$ cat src/rtl/vc_wrr_arbiter_pkg.sv
// Shared definitions for the VC weighted round-robin pop scheduler:
// arbiter state encoding and default datapath geometry.
package vc_arb_pkg;

  localparam int unsigned BW_DEF       = 6;
  localparam int unsigned LEN4_DEF     = 4;
  localparam int unsigned DEST_BIT_DEF = 4;

  typedef enum logic {
    SERVE_VC0 = 1'b0,
    SERVE_VC1 = 1'b1
  } arb_state_e;

endpackage

$ cat src/rtl/vc_wrr_arbiter_if.sv
// Bus between the two VC FIFOs, the destination pause flags and the arbiter.
// The slave side is the arbiter; the master side is whoever drives the FIFOs.
interface vc_wrr_arbiter_if
  import vc_arb_pkg::*;
#(
  parameter int unsigned BW   = BW_DEF,
  parameter int unsigned LEN4 = LEN4_DEF
);
  logic            VC0_empty;
  logic            VC1_empty;
  logic [BW-1:0]   VC0_data_out;
  logic [BW-1:0]   VC1_data_out;
  logic            D0_pause;
  logic            D1_pause;
  logic [LEN4-1:0] W0;
  logic [LEN4-1:0] W1;
  logic            VC0_pop;
  logic            VC1_pop;
  logic            valid_out;
  logic [BW-1:0]   data_out;
  logic            dest;

  modport slave (
    input  VC0_empty, VC1_empty, VC0_data_out, VC1_data_out,
    input  D0_pause, D1_pause, W0, W1,
    output VC0_pop, VC1_pop, valid_out, data_out, dest
  );

  modport master (
    output VC0_empty, VC1_empty, VC0_data_out, VC1_data_out,
    output D0_pause, D1_pause, W0, W1,
    input  VC0_pop, VC1_pop, valid_out, data_out, dest
  );
endinterface

$ cat src/rtl/vc_wrr_arbiter_wrr_counter.sv
// Per-turn grant counter: tracks grants used in the current turn against the
// latched weight and flags turn end / single-grant turns for the arbiter FSM.
module wrr_counter #(
  parameter int unsigned LEN4 = 4
) (
  input  logic            clk,
  input  logic            reset_L,
  input  logic            i_grant_pref,
  input  logic            i_grant_oth,
  input  logic [LEN4-1:0] i_w_pref,
  input  logic [LEN4-1:0] i_w_oth,
  output logic            o_turn_end,
  output logic            o_bounce
);
  localparam logic [LEN4-1:0] W_ONE  = {{(LEN4-1){1'b0}}, 1'b1};
  localparam logic [LEN4-1:0] W_ZERO = {LEN4{1'b0}};

  function automatic logic [LEN4-1:0] f_wmap(input logic [LEN4-1:0] w);
    f_wmap = (w == W_ZERO) ? W_ONE : w;
  endfunction

  logic [LEN4-1:0] r_cnt;
  logic [LEN4-1:0] r_wcur;
  logic            r_fresh;
  logic [LEN4-1:0] w_cnt_nxt;
  logic [LEN4-1:0] w_wcur_nxt;
  logic [LEN4-1:0] w_wcur_eff;
  logic [LEN4-1:0] w_w_pref_m;
  logic [LEN4-1:0] w_w_oth_m;
  logic [LEN4-1:0] w_cnt_p1;
  logic [LEN4:0]   w_cnt_inc;

  // Turn bookkeeping; the first cycle after reset uses the live VC0 weight.
  always_comb begin
    w_w_pref_m = f_wmap(i_w_pref);
    w_w_oth_m  = f_wmap(i_w_oth);
    w_wcur_eff = r_fresh ? w_w_pref_m : r_wcur;
    w_cnt_p1   = r_cnt + W_ONE;
    w_cnt_inc  = {1'b0, r_cnt} + {{LEN4{1'b0}}, 1'b1};
    o_turn_end = (w_cnt_inc >= {1'b0, w_wcur_eff});
    o_bounce   = (w_w_oth_m == W_ONE);
    w_cnt_nxt  = r_cnt;
    w_wcur_nxt = w_wcur_eff;
    if (i_grant_pref) begin
      if (o_turn_end) begin
        w_cnt_nxt  = W_ZERO;
        w_wcur_nxt = w_w_oth_m;
      end else begin
        w_cnt_nxt  = w_cnt_p1;
        w_wcur_nxt = w_wcur_eff;
      end
    end else if (i_grant_oth) begin
      if (o_bounce) begin
        w_cnt_nxt  = W_ZERO;
        w_wcur_nxt = w_w_pref_m;
      end else begin
        w_cnt_nxt  = W_ONE;
        w_wcur_nxt = w_w_oth_m;
      end
    end else begin
      w_cnt_nxt  = r_cnt;
      w_wcur_nxt = w_wcur_eff;
    end
  end

  // Counter and latched-weight registers.
  always_ff @(posedge clk or negedge reset_L) begin
    if (!reset_L) begin
      r_cnt   <= W_ZERO;
      r_wcur  <= W_ONE;
      r_fresh <= 1'b1;
    end else begin
      r_cnt   <= w_cnt_nxt;
      r_wcur  <= w_wcur_nxt;
      r_fresh <= 1'b0;
    end
  end
endmodule

$ cat src/rtl/vc_wrr_arbiter.sv
// Weighted round-robin pop scheduler for two VC FIFOs: combinational pop
// decision, registered valid/select, popped word presented one cycle later.
module vc_wrr_arbiter
  import vc_arb_pkg::*;
#(
  parameter int unsigned BW       = BW_DEF,
  parameter int unsigned LEN4     = LEN4_DEF,
  parameter int unsigned DEST_BIT = DEST_BIT_DEF
) (
  input  logic              clk,
  input  logic              reset_L,
  vc_wrr_arbiter_if.slave   bus
);
  arb_state_e      r_state;
  arb_state_e      w_state_nxt;
  logic            w_pause;
  logic            w_pref_empty;
  logic            w_oth_empty;
  logic            w_gnt_pref;
  logic            w_gnt_oth;
  logic            w_pop0;
  logic            w_pop1;
  logic            w_turn_end;
  logic            w_bounce;
  logic [LEN4-1:0] w_w_pref;
  logic [LEN4-1:0] w_w_oth;
  logic            r_valid;
  logic            r_sel;
  logic [BW-1:0]   w_data;

  // Grant: preferred VC first, then the other VC so no cycle is wasted.
  always_comb begin
    w_pause = bus.D0_pause | bus.D1_pause;
    if (r_state == SERVE_VC0) begin
      w_pref_empty = bus.VC0_empty;
      w_oth_empty  = bus.VC1_empty;
      w_w_pref     = bus.W0;
      w_w_oth      = bus.W1;
    end else begin
      w_pref_empty = bus.VC1_empty;
      w_oth_empty  = bus.VC0_empty;
      w_w_pref     = bus.W1;
      w_w_oth      = bus.W0;
    end
    w_gnt_pref = 1'b0;
    w_gnt_oth  = 1'b0;
    if (!reset_L || w_pause) begin
      w_gnt_pref = 1'b0;
      w_gnt_oth  = 1'b0;
    end else if (!w_pref_empty) begin
      w_gnt_pref = 1'b1;
    end else if (!w_oth_empty) begin
      w_gnt_oth = 1'b1;
    end else begin
      w_gnt_pref = 1'b0;
      w_gnt_oth  = 1'b0;
    end
    w_pop0 = (r_state == SERVE_VC0) ? w_gnt_pref : w_gnt_oth;
    w_pop1 = (r_state == SERVE_VC1) ? w_gnt_pref : w_gnt_oth;
  end

  wrr_counter #(.LEN4(LEN4)) u_wrr_counter (
    .clk          (clk),
    .reset_L      (reset_L),
    .i_grant_pref (w_gnt_pref),
    .i_grant_oth  (w_gnt_oth),
    .i_w_pref     (w_w_pref),
    .i_w_oth      (w_w_oth),
    .o_turn_end   (w_turn_end),
    .o_bounce     (w_bounce)
  );

  // Next preferred VC; a grant to a weight-1 other VC ends its turn at once.
  always_comb begin
    w_state_nxt = r_state;
    case (r_state)
      SERVE_VC0: begin
        if ((w_gnt_pref && w_turn_end) || (w_gnt_oth && !w_bounce)) begin
          w_state_nxt = SERVE_VC1;
        end else begin
          w_state_nxt = SERVE_VC0;
        end
      end
      SERVE_VC1: begin
        if ((w_gnt_pref && w_turn_end) || (w_gnt_oth && !w_bounce)) begin
          w_state_nxt = SERVE_VC0;
        end else begin
          w_state_nxt = SERVE_VC1;
        end
      end
      default: w_state_nxt = SERVE_VC0;
    endcase
  end

  // State register.
  always_ff @(posedge clk or negedge reset_L) begin
    if (!reset_L) begin
      r_state <= SERVE_VC0;
    end else begin
      r_state <= w_state_nxt;
    end
  end

  // Pop decision registered; reset discards a word popped the cycle before.
  always_ff @(posedge clk or negedge reset_L) begin
    if (!reset_L) begin
      r_valid <= 1'b0;
      r_sel   <= 1'b0;
    end else begin
      r_valid <= w_pop0 | w_pop1;
      if (w_pop1) begin
        r_sel <= 1'b1;
      end else if (w_pop0) begin
        r_sel <= 1'b0;
      end else begin
        r_sel <= r_sel;
      end
    end
  end

  // FIFO read data is live the cycle after the pop, so only sel is registered.
  always_comb begin
    if (r_valid) begin
      w_data = r_sel ? bus.VC1_data_out : bus.VC0_data_out;
    end else begin
      w_data = {BW{1'b0}};
    end
  end

  assign bus.VC0_pop   = w_pop0;
  assign bus.VC1_pop   = w_pop1;
  assign bus.valid_out = r_valid;
  assign bus.data_out  = w_data;
  assign bus.dest      = w_data[DEST_BIT];
endmodule

$ cat src/flat_wrapper.sv
// flat-port wrapper written by rule: the top's interface ports become plain ports
module vc_wrr_arbiter_flat import vc_arb_pkg::*;
#(
  parameter int unsigned BW       = BW_DEF,
  parameter int unsigned LEN4     = LEN4_DEF,
  parameter int unsigned DEST_BIT = DEST_BIT_DEF
)
  (clk, reset_L, bus_VC0_empty, bus_VC1_empty, bus_VC0_data_out, bus_VC1_data_out, bus_D0_pause, bus_D1_pause, bus_W0, bus_W1, bus_VC0_pop, bus_VC1_pop, bus_valid_out, bus_data_out, bus_dest);
  vc_wrr_arbiter_if #(.BW(BW), .LEN4(LEN4)) bus_i ();
  input  logic clk;
  input  logic reset_L;
  input wire logic [$bits(bus_i.VC0_empty)-1:0] bus_VC0_empty;
  input wire logic [$bits(bus_i.VC1_empty)-1:0] bus_VC1_empty;
  input wire logic [$bits(bus_i.VC0_data_out)-1:0] bus_VC0_data_out;
  input wire logic [$bits(bus_i.VC1_data_out)-1:0] bus_VC1_data_out;
  input wire logic [$bits(bus_i.D0_pause)-1:0] bus_D0_pause;
  input wire logic [$bits(bus_i.D1_pause)-1:0] bus_D1_pause;
  input wire logic [$bits(bus_i.W0)-1:0] bus_W0;
  input wire logic [$bits(bus_i.W1)-1:0] bus_W1;
  output wire logic [$bits(bus_i.VC0_pop)-1:0] bus_VC0_pop;
  output wire logic [$bits(bus_i.VC1_pop)-1:0] bus_VC1_pop;
  output wire logic [$bits(bus_i.valid_out)-1:0] bus_valid_out;
  output wire logic [$bits(bus_i.data_out)-1:0] bus_data_out;
  output wire logic [$bits(bus_i.dest)-1:0] bus_dest;
  assign bus_i.VC0_empty = bus_VC0_empty;
  assign bus_i.VC1_empty = bus_VC1_empty;
  assign bus_i.VC0_data_out = bus_VC0_data_out;
  assign bus_i.VC1_data_out = bus_VC1_data_out;
  assign bus_i.D0_pause = bus_D0_pause;
  assign bus_i.D1_pause = bus_D1_pause;
  assign bus_i.W0 = bus_W0;
  assign bus_i.W1 = bus_W1;
  assign bus_VC0_pop = bus_i.VC0_pop;
  assign bus_VC1_pop = bus_i.VC1_pop;
  assign bus_valid_out = bus_i.valid_out;
  assign bus_data_out = bus_i.data_out;
  assign bus_dest = bus_i.dest;
  vc_wrr_arbiter #(.BW(BW), .LEN4(LEN4), .DEST_BIT(DEST_BIT)) u_core (.clk(clk), .reset_L(reset_L), .bus(bus_i));
endmodule
$ cat config.mk
export PLATFORM = sky130hd
export DESIGN_NAME = vc_wrr_arbiter_flat
export DESIGN_NICKNAME = d
export VERILOG_FILES = /design/src/rtl/vc_wrr_arbiter_pkg.sv /design/src/rtl/vc_wrr_arbiter_if.sv /design/src/rtl/vc_wrr_arbiter_wrr_counter.sv /design/src/rtl/vc_wrr_arbiter.sv /design/src/flat_wrapper.sv
export SDC_FILE = /design/constraint.sdc
export NUM_CORES = 1
export LEC_CHECK = 0
export ABC_AREA = 1
export CAP_MARGIN = 0
export CORE_MARGIN = 5
export CORE_UTILIZATION = 35
export DETAILED_ROUTE_END_ITERATION = 8
export GPL_ROUTABILITY_DRIVEN = 0
export GPL_TIMING_DRIVEN = 0
export HOLD_SLACK_MARGIN = 0.02
export PLACE_DENSITY = 0.7
export SYNTH_ARGS = -nofsm -noshare
export SYNTH_HDL_FRONTEND = slang
export SYNTH_SLANG_ARGS = --single-unit
export TNS_END_PERCENT = 1
$ cat constraint.sdc
create_clock -name clk -period 5.85 [get_ports clk]
set_input_delay 1.17 -clock clk [delete_from_list [all_inputs] [get_ports clk]]
set_output_delay 1.17 -clock clk [all_outputs]
set_load 0.02 [all_outputs]
==> results.tsv, run 1 <==
stage	metric	value	unit
run_status	status	finished clean	
global_route	first-pass GRT wire length	4981	um
setup_path	RR Endpoint	u_core.r_state	
final_layout	n_diodes	0	
placement	hpwl dp	2354	um
power	PwrDens	359.1	mW/mm^2
clock_network	Worst-Skew Late Latency	0.27	ns
setup_path	R2R depth	14	
global_route	initial antenna violation count	0	
clock_network	maximum root-to-sink buffer count	2	
setup_path	Max FO, Critical Path	13	
sta	Slew HR	61.57	%
setup_path	CP arrival	3.19	ns
synth	post-synthesis xor/xnor area fraction	1.401	%
detailed_routing	Detailed Route Iter0 Violations	26	
clock_network	hold_buf cts	0	
synth	Cell Area, Synth	0.001250	mm^2
detailed_routing	drt first pass iters	4	
synth	main combinational cell family by area after synthesis	simple AND/OR/NAND/NOR gates	
floorplan	I/O pin cnt	36	
setup_path	FF-to-FF setup slack	3.60	ns
sta	Fin Hold WS	0.5475	ns
floorplan	Die Width	69.76	um
setup_path	CP Cell Sequence	clkdlybuf4s50_1 -> nand2_1 -> inv_1 -> nand3_1 -> inv_1 -> clkdlybuf4s50_1	
placement	placed cell count	269	
final_layout	multi-input logic area	792.0	um^2
global_route	gr usage total	12.02	%
global_route	GRT Residual Overflow	0	
min_path	hold path startpoint	u_core.u_wrr_counter.r_cnt[1]	
detailed_routing	antenna viol nets, final	0	
min_path	type of the most critical hold path	reg -> reg	
job	Max-Cap Viols	0	
synth	mux cell area share after synthesis	0	%
power	maximum VDD drop	0.0001621	V
sta	RSZ-0062 raised after global routing	no	
clock_network	CTS tree	yes	
sta	fin crit period	4.359	ns
final_layout	commonest non-fill, non-tap cell in the layout	nand2_1	
synth	Post-Synth Simple-Gate Area	42.54	%
synth	EDFF count, synth	0	
synth	#FFs+latches synth	12	
detailed_routing	vias	1250	
synth	Post-synth top flop	dfrtp_1	
setup_path	worst reg2reg path startpoint	u_core.r_state	
synth	yosys warns	0	
setup_path	Crit-path slowest cell	clkdlybuf4s50_1	
clock_network	clk sinks	12	
sta	Final setup viols	0	
setup_path	Critical Path End Type	output port	
final_layout	post-route insts no fill	273	
setup_path	CP startpoint kind	primary input	
global_route	largest net degree at the start of global routing	14	
clock_network	CTS Root Cell	clkbuf_4	
detailed_routing	DR vias/cell	4.579	
clock_network	CTS Buf Count	3	
clock_network	post-CTS setup buffers	0	
synth	Synth Instances	188	
detailed_routing	residual DRC count	0	
sta	max-slew violations	0	
synth	Synth Area in Compound Gates	14.11	%
final_layout	filler cell count	335	
floorplan	Die Y	69.76	um
clock_network	clk slew on worst S/H paths	0.08	ns
final_layout	Reg area	302.8	um^2
synth	post-synthesis adder-cell area fraction	5.005	%
final_layout	fin area	0.001684	mm^2
final_layout	commonest non-fill, non-tap cells in the layout	nand2_1, clkdlybuf4s50_1, inv_1	
synth	syn nets	219	
min_path	worst hold endpoint	u_core.u_wrr_counter.r_cnt[1]	
placement	PortBufs	35	
sta	part of the cycle the worst path needs	74.52	%
floorplan	core area	0.003390	mm^2
final_layout	Final Util	49.69	%
synth	mean post-synth cell area	6.649	um^2
clock_network	H-tree Lvls	1	
final_layout	Nets	259	
final_layout	Area Growth Syn to Fin	34.74	%
synth	Post-synth ARST share	100.0	%
power	static leakage	0.8372	nW
detailed_routing	Routed wire per std cell	10.34	um
sta	Layout Skew	0.001902	ns
floorplan	Die ar.	0.004866	mm^2
final_layout	fraction of layout cells with a size suffix above 1	15.42	%
detailed_routing	final WL	2823	um
synth	Seq/Total Area, Yosys	24.22	%
sta	Sum Neg Setup Slack	0	ns
clock_network	post-CTS sizing	0	
sta	worst-margin pin slew	0.5746	ns
placement	Cell Area, Placed	0.001658	mm^2
setup_path	Worst path max stage delay	0.83	ns
sta	Hold Vio Cnt, Final	0	
sta	Fmax	0.2294	GHz
setup_path	crit path kind	in -> out	
global_route	number of global-route vias before repair	1188	
synth	Synth cell types	32	
floorplan	Starting Density	36.88	%
floorplan	std cell rows	21	
setup_path	Critical Path RT	4.68	ns
min_path	worst hold path stage count	2	
worst max path at each step:
stage,startpoint,to,slack [ns],depth (start not counted)
floorplan,bus_D1_pause,bus_VC0_pop,2.78,3
global placement,reset_L,bus_VC1_pop,1.42,6
detailed placement,reset_L,bus_VC1_pop,1.38,6
CTS,reset_L,bus_VC1_pop,1.38,6
global route,reset_L,bus_VC1_pop,1.24,6
finish,reset_L,bus_VC1_pop,1.49,6
state kept, by name, indices dropped and copies added (netlist names):
register and flops:
u_core.bus.valid_out 1, u_core.r_state 1, u_core.u_wrr_counter.r_cnt 4, u_core.r_sel 1, u_core.u_wrr_counter.r_wcur 4, u_core.u_wrr_counter.r_fresh 1
layer usage:
layer  part of all wire (%)  track usage (%)  wire [um]
met4                      0            1.915          0
met2                     44            19.52       1234
met5                      0                0          0
met3                    6.2            3.333        174
met1                     50            16.10       1414
cells by family after synthesis:
kind of cell	after synthesis
AND/OR/NAND/NOR	112
buffers and inverters	32
flip-flops	12
XOR/XNOR	2
other	1
adder cells (fa/ha/maj)	5
AO/OA/AOI/OAI	24
where the power goes:
group	internal, mW	switching, mW
Sequential	0.118	0.0260
Combinational	0.169	0.238
Clock	0.0264	0.0276
Total	0.314	0.291
cell type report:
class                   instances  area share (%)
clock buffers                   4           1.560
well taps                      46           3.418
plain buffers                   4           2.972
repair buffers                 35           20.80
multi-input cells             144           47.03
flip-flops and latches         12           17.98
inverters                      28           6.241
per-stage QoR:
stage	setup slack, ns	power [mW]
final	1.491	0.6048
after global routing	1.242	0.6739
after CTS	1.384	0.6117
after detailed placement	1.385	0.5549
after global placement	1.424	0.5524
after floorplan	2.781	0.4644
cells in the mapped netlist, types with 2 or more instances:
library cell  count  share of area (%)
o21ai_0           7                2.8
ha_1              5                5.0
inv_2             2               0.60
nor2_4            2                1.8
nand3_1          13                5.2
dfstp_2           2                4.2
nand3_2           2                1.6
xor2_1            2                1.4
nand2_4           2                1.8
nor2_1           17                5.1
a21oi_1           2               0.80
o21ai_2           4                2.8
o21ai_4           2                2.6
o21ai_1           4                1.6
nand4_1           3                1.5
nand2_1          62                 19
inv_1            26                7.8
nand2_2           7                3.5
buf_6             2                1.8
dfrtp_1          10                 20
worst max-delay path: cells and delay by family:
kind,cells,cell delay [ns]
buffers and inverters,4,1.66
and+or+nand+nor,2,0.35
Note: power is estimated with default switching activity, not from simulation.
==> inputs of run 2 (changes only) <==
==> constraint.sdc (replaced) <==
create_clock -name clk -period 4.5 [get_ports clk]
set_input_delay 0.9 -clock clk [delete_from_list [all_inputs] [get_ports clk]]
set_output_delay 0.9 -clock clk [all_outputs]
set_load 0.02 [all_outputs]
==> results of run 2 <==
The final DEF is identical to that of run 1. Status: finished clean.
Main changes from that run: setup slack after placement 1.385 ns -> 0.5748 ns; setup slack after layout 1.491 ns -> 0.6808 ns; register-to-register setup slack 3.60 ns -> 2.25 ns; total power 0.6048 mW -> 0.7862 mW; worst IR drop on VDD 0.0001621 V -> 0.0002107 V
==> inputs of run 3 (changes only) <==
--- a/config.mk
+++ b/config.mk
@@ -13,7 +13,7 @@
 export GPL_ROUTABILITY_DRIVEN = 0
 export GPL_TIMING_DRIVEN = 0
 export HOLD_SLACK_MARGIN = 0.02
-export PLACE_DENSITY = 0.7
+export PLACE_DENSITY = 0.72
 export SYNTH_ARGS = -nofsm -noshare
 export SYNTH_HDL_FRONTEND = slang
 export SYNTH_SLANG_ARGS = --single-unit
==> constraint.sdc (replaced) <==
create_clock -name clk -period 3.31 [get_ports clk]
set_input_delay 0.662 -clock clk [delete_from_list [all_inputs] [get_ports clk]]
set_output_delay 0.662 -clock clk [all_outputs]
set_load 0.02 [all_outputs]
==> results.tsv, run 3 (same netlist as run 1, synthesis figures left out) <==
stage	metric	value	unit
clock_network	CTS tree	yes	
global_route	GRT Residual Overflow	0	
setup_path	Critical Path End Type	output port	
final_layout	n_diodes	0	
global_route	gr usage total	11.99	%
power	maximum VDD drop	0.0002719	V
final_layout	commonest non-fill, non-tap cell in the layout	nand2_1	
run_status	status	finished clean	
setup_path	Critical Path RT	2.65	ns
final_layout	Nets	259	
detailed_routing	Detailed Route Iter0 Violations	22	
global_route	largest net degree at the start of global routing	14	
sta	Hold Vio Cnt, Final	0	
sta	part of the cycle the worst path needs	91.52	%
clock_network	Worst-Skew Late Latency	0.28	ns
setup_path	CP most frequent cell	inv_1	
floorplan	Die Y	69.76	um
setup_path	Worst path max stage delay	0.60	ns
final_layout	Area Growth Syn to Fin	34.74	%
final_layout	biggest regs	u_core.u_wrr_counter.r_cnt (4), u_core.u_wrr_counter.r_wcur (4)	
job	Max-Cap Viols	0	
global_route	number of global-route vias before repair	1162	
sta	RSZ-0062 raised after global routing	no	
setup_path	CP arrival	2.37	ns
floorplan	Starting Density	36.88	%
sta	Fin Hold WS	0.4474	ns
final_layout	commonest non-fill, non-tap cells in the layout	nand2_1, clkdlybuf4s50_1, inv_1	
sta	Slew HR	62.01	%
detailed_routing	drt first pass iters	4	
setup_path	CP startpoint kind	primary input	
floorplan	Die Width	69.76	um
detailed_routing	residual DRC count	0	
setup_path	CP Cell Sequence	clkdlybuf4s15_1 -> nand2_1 -> inv_1 -> nand3_1 -> inv_1 -> clkdlybuf4s50_1	
setup_path	Max FO, Critical Path	13	
clock_network	CTS Root Cell	clkbuf_4	
clock_network	clk sinks	12	
detailed_routing	final WL	2845	um
power	static leakage	0.8378	nW
clock_network	H-tree Lvls	1	
sta	Sum Neg Setup Slack	0	ns
global_route	initial antenna violation count	0	
detailed_routing	Routed wire per std cell	10.42	um
sta	Final setup viols	0	
floorplan	Die ar.	0.004866	mm^2
detailed_routing	antenna viol nets, final	0	
floorplan	core area	0.003390	mm^2
sta	max-slew violations	0	
setup_path	worst reg2reg path startpoint	u_core.r_state	
setup_path	worst setup path start	reset_L	
floorplan	std cell rows	21	
placement	PortBufs	35	
sta	Layout Skew	0.006564	ns
min_path	type of the most critical hold path	in -> async	
global_route	first-pass GRT wire length	4954	um
setup_path	Crit-path slowest cell	clkdlybuf4s50_1	
sta	fin crit period	3.029	ns
sta	Fmax	0.3301	GHz
final_layout	post-route insts no fill	273	
setup_path	crit path kind	in -> out	
detailed_routing	DR vias/cell	4.619	
clock_network	hold_buf cts	0	
clock_network	CTS Buf Count	3	
placement	placed cell count	269	
clock_network	post-CTS setup buffers	0	
power	PwrDens	636.4	mW/mm^2
sta	worst-margin pin slew	0.5699	ns
clock_network	clk slew on worst S/H paths	0.08	ns
clock_network	maximum root-to-sink buffer count	2	
placement	hpwl dp	2352	um
floorplan	I/O pin cnt	36	
detailed_routing	vias	1261	
final_layout	fraction of layout cells with a size suffix above 1	15.42	%
## run 3: changes by cell type in the layout (fill, tap and decap cells not counted)
cell / change
clkdlybuf4s15_1: +1
clkdlybuf4s50_1: -1
## run 3: repair_timing
| action | CTS | global route |
|---|---|---|
| pin swaps | 0 | 0 |
| resized for setup | 1 | 1 |
| setup endpoints to repair | 2 | 1 |
## run 3: worst paths after layout
kind	endpoint	cells past startpoint	slack, ns
min in group clk	u_core.u_wrr_counter.r_cnt[1]	2	0.55
worst max register to register	u_core.r_state	14	1.08
worst min-delay path	u_core.u_wrr_counter.r_cnt[1]	1	0.45
worst min register to register	u_core.u_wrr_counter.r_cnt[1]	2	0.55
max in group asynchronous	u_core.u_wrr_counter.r_wcur[0]	1	2.48
worst max-delay path	bus_VC1_pop	6	0.28
## run 3: worst max-delay path, delay by kind of cell
| kind | cells | cell delay (ns) |
|---|---|---|
| simple gates | 2 | 0.35 |
| buf+inv | 4 | 1.36 |
## run 3: power by group
part	internal [mW]	switching, mW	leakage (nW)
Clock	0.0467	0.0501	0.0150
Sequential	0.209	0.0477	0.147
Combinational	0.297	0.421	0.676
Total	0.553	0.519	0.838
## run 3: cell type report
| type | count | area (um^2) |
|---|---|---|
| plain buffers | 4 | 50.05 |
| fillers | 347 | 1705 |
| well taps | 46 | 57.56 |
| clock buffers | 4 | 26.28 |
| multi-input cells | 144 | 792.0 |
| repair buffers | 35 | 350.3 |
| flip-flops and latches | 12 | 302.8 |
| inverters | 28 | 105.1 |
## run 3: layer usage
metal / wire [um] / track usage, %
met1: 1390 / 15.75
met2: 1229 / 19.10
met3: 215 / 3.768
met4: 10 / 2.766
met5: 0 / 0
## run 3: metrics by stage
stage                     worst slack (ns)  power [mW]  utilization [%]  instance area (um^2)
after floorplan                      1.211      0.8207                -                  1250
after global placement            -0.08077      0.9743            48.91                  1658
after detailed placement           -0.1141      0.9807            48.91                  1658
after CTS                           0.1560       1.081            49.65                  1683
after global routing               0.01064       1.190            49.69                  1684
final                               0.2806       1.072            49.69                  1684
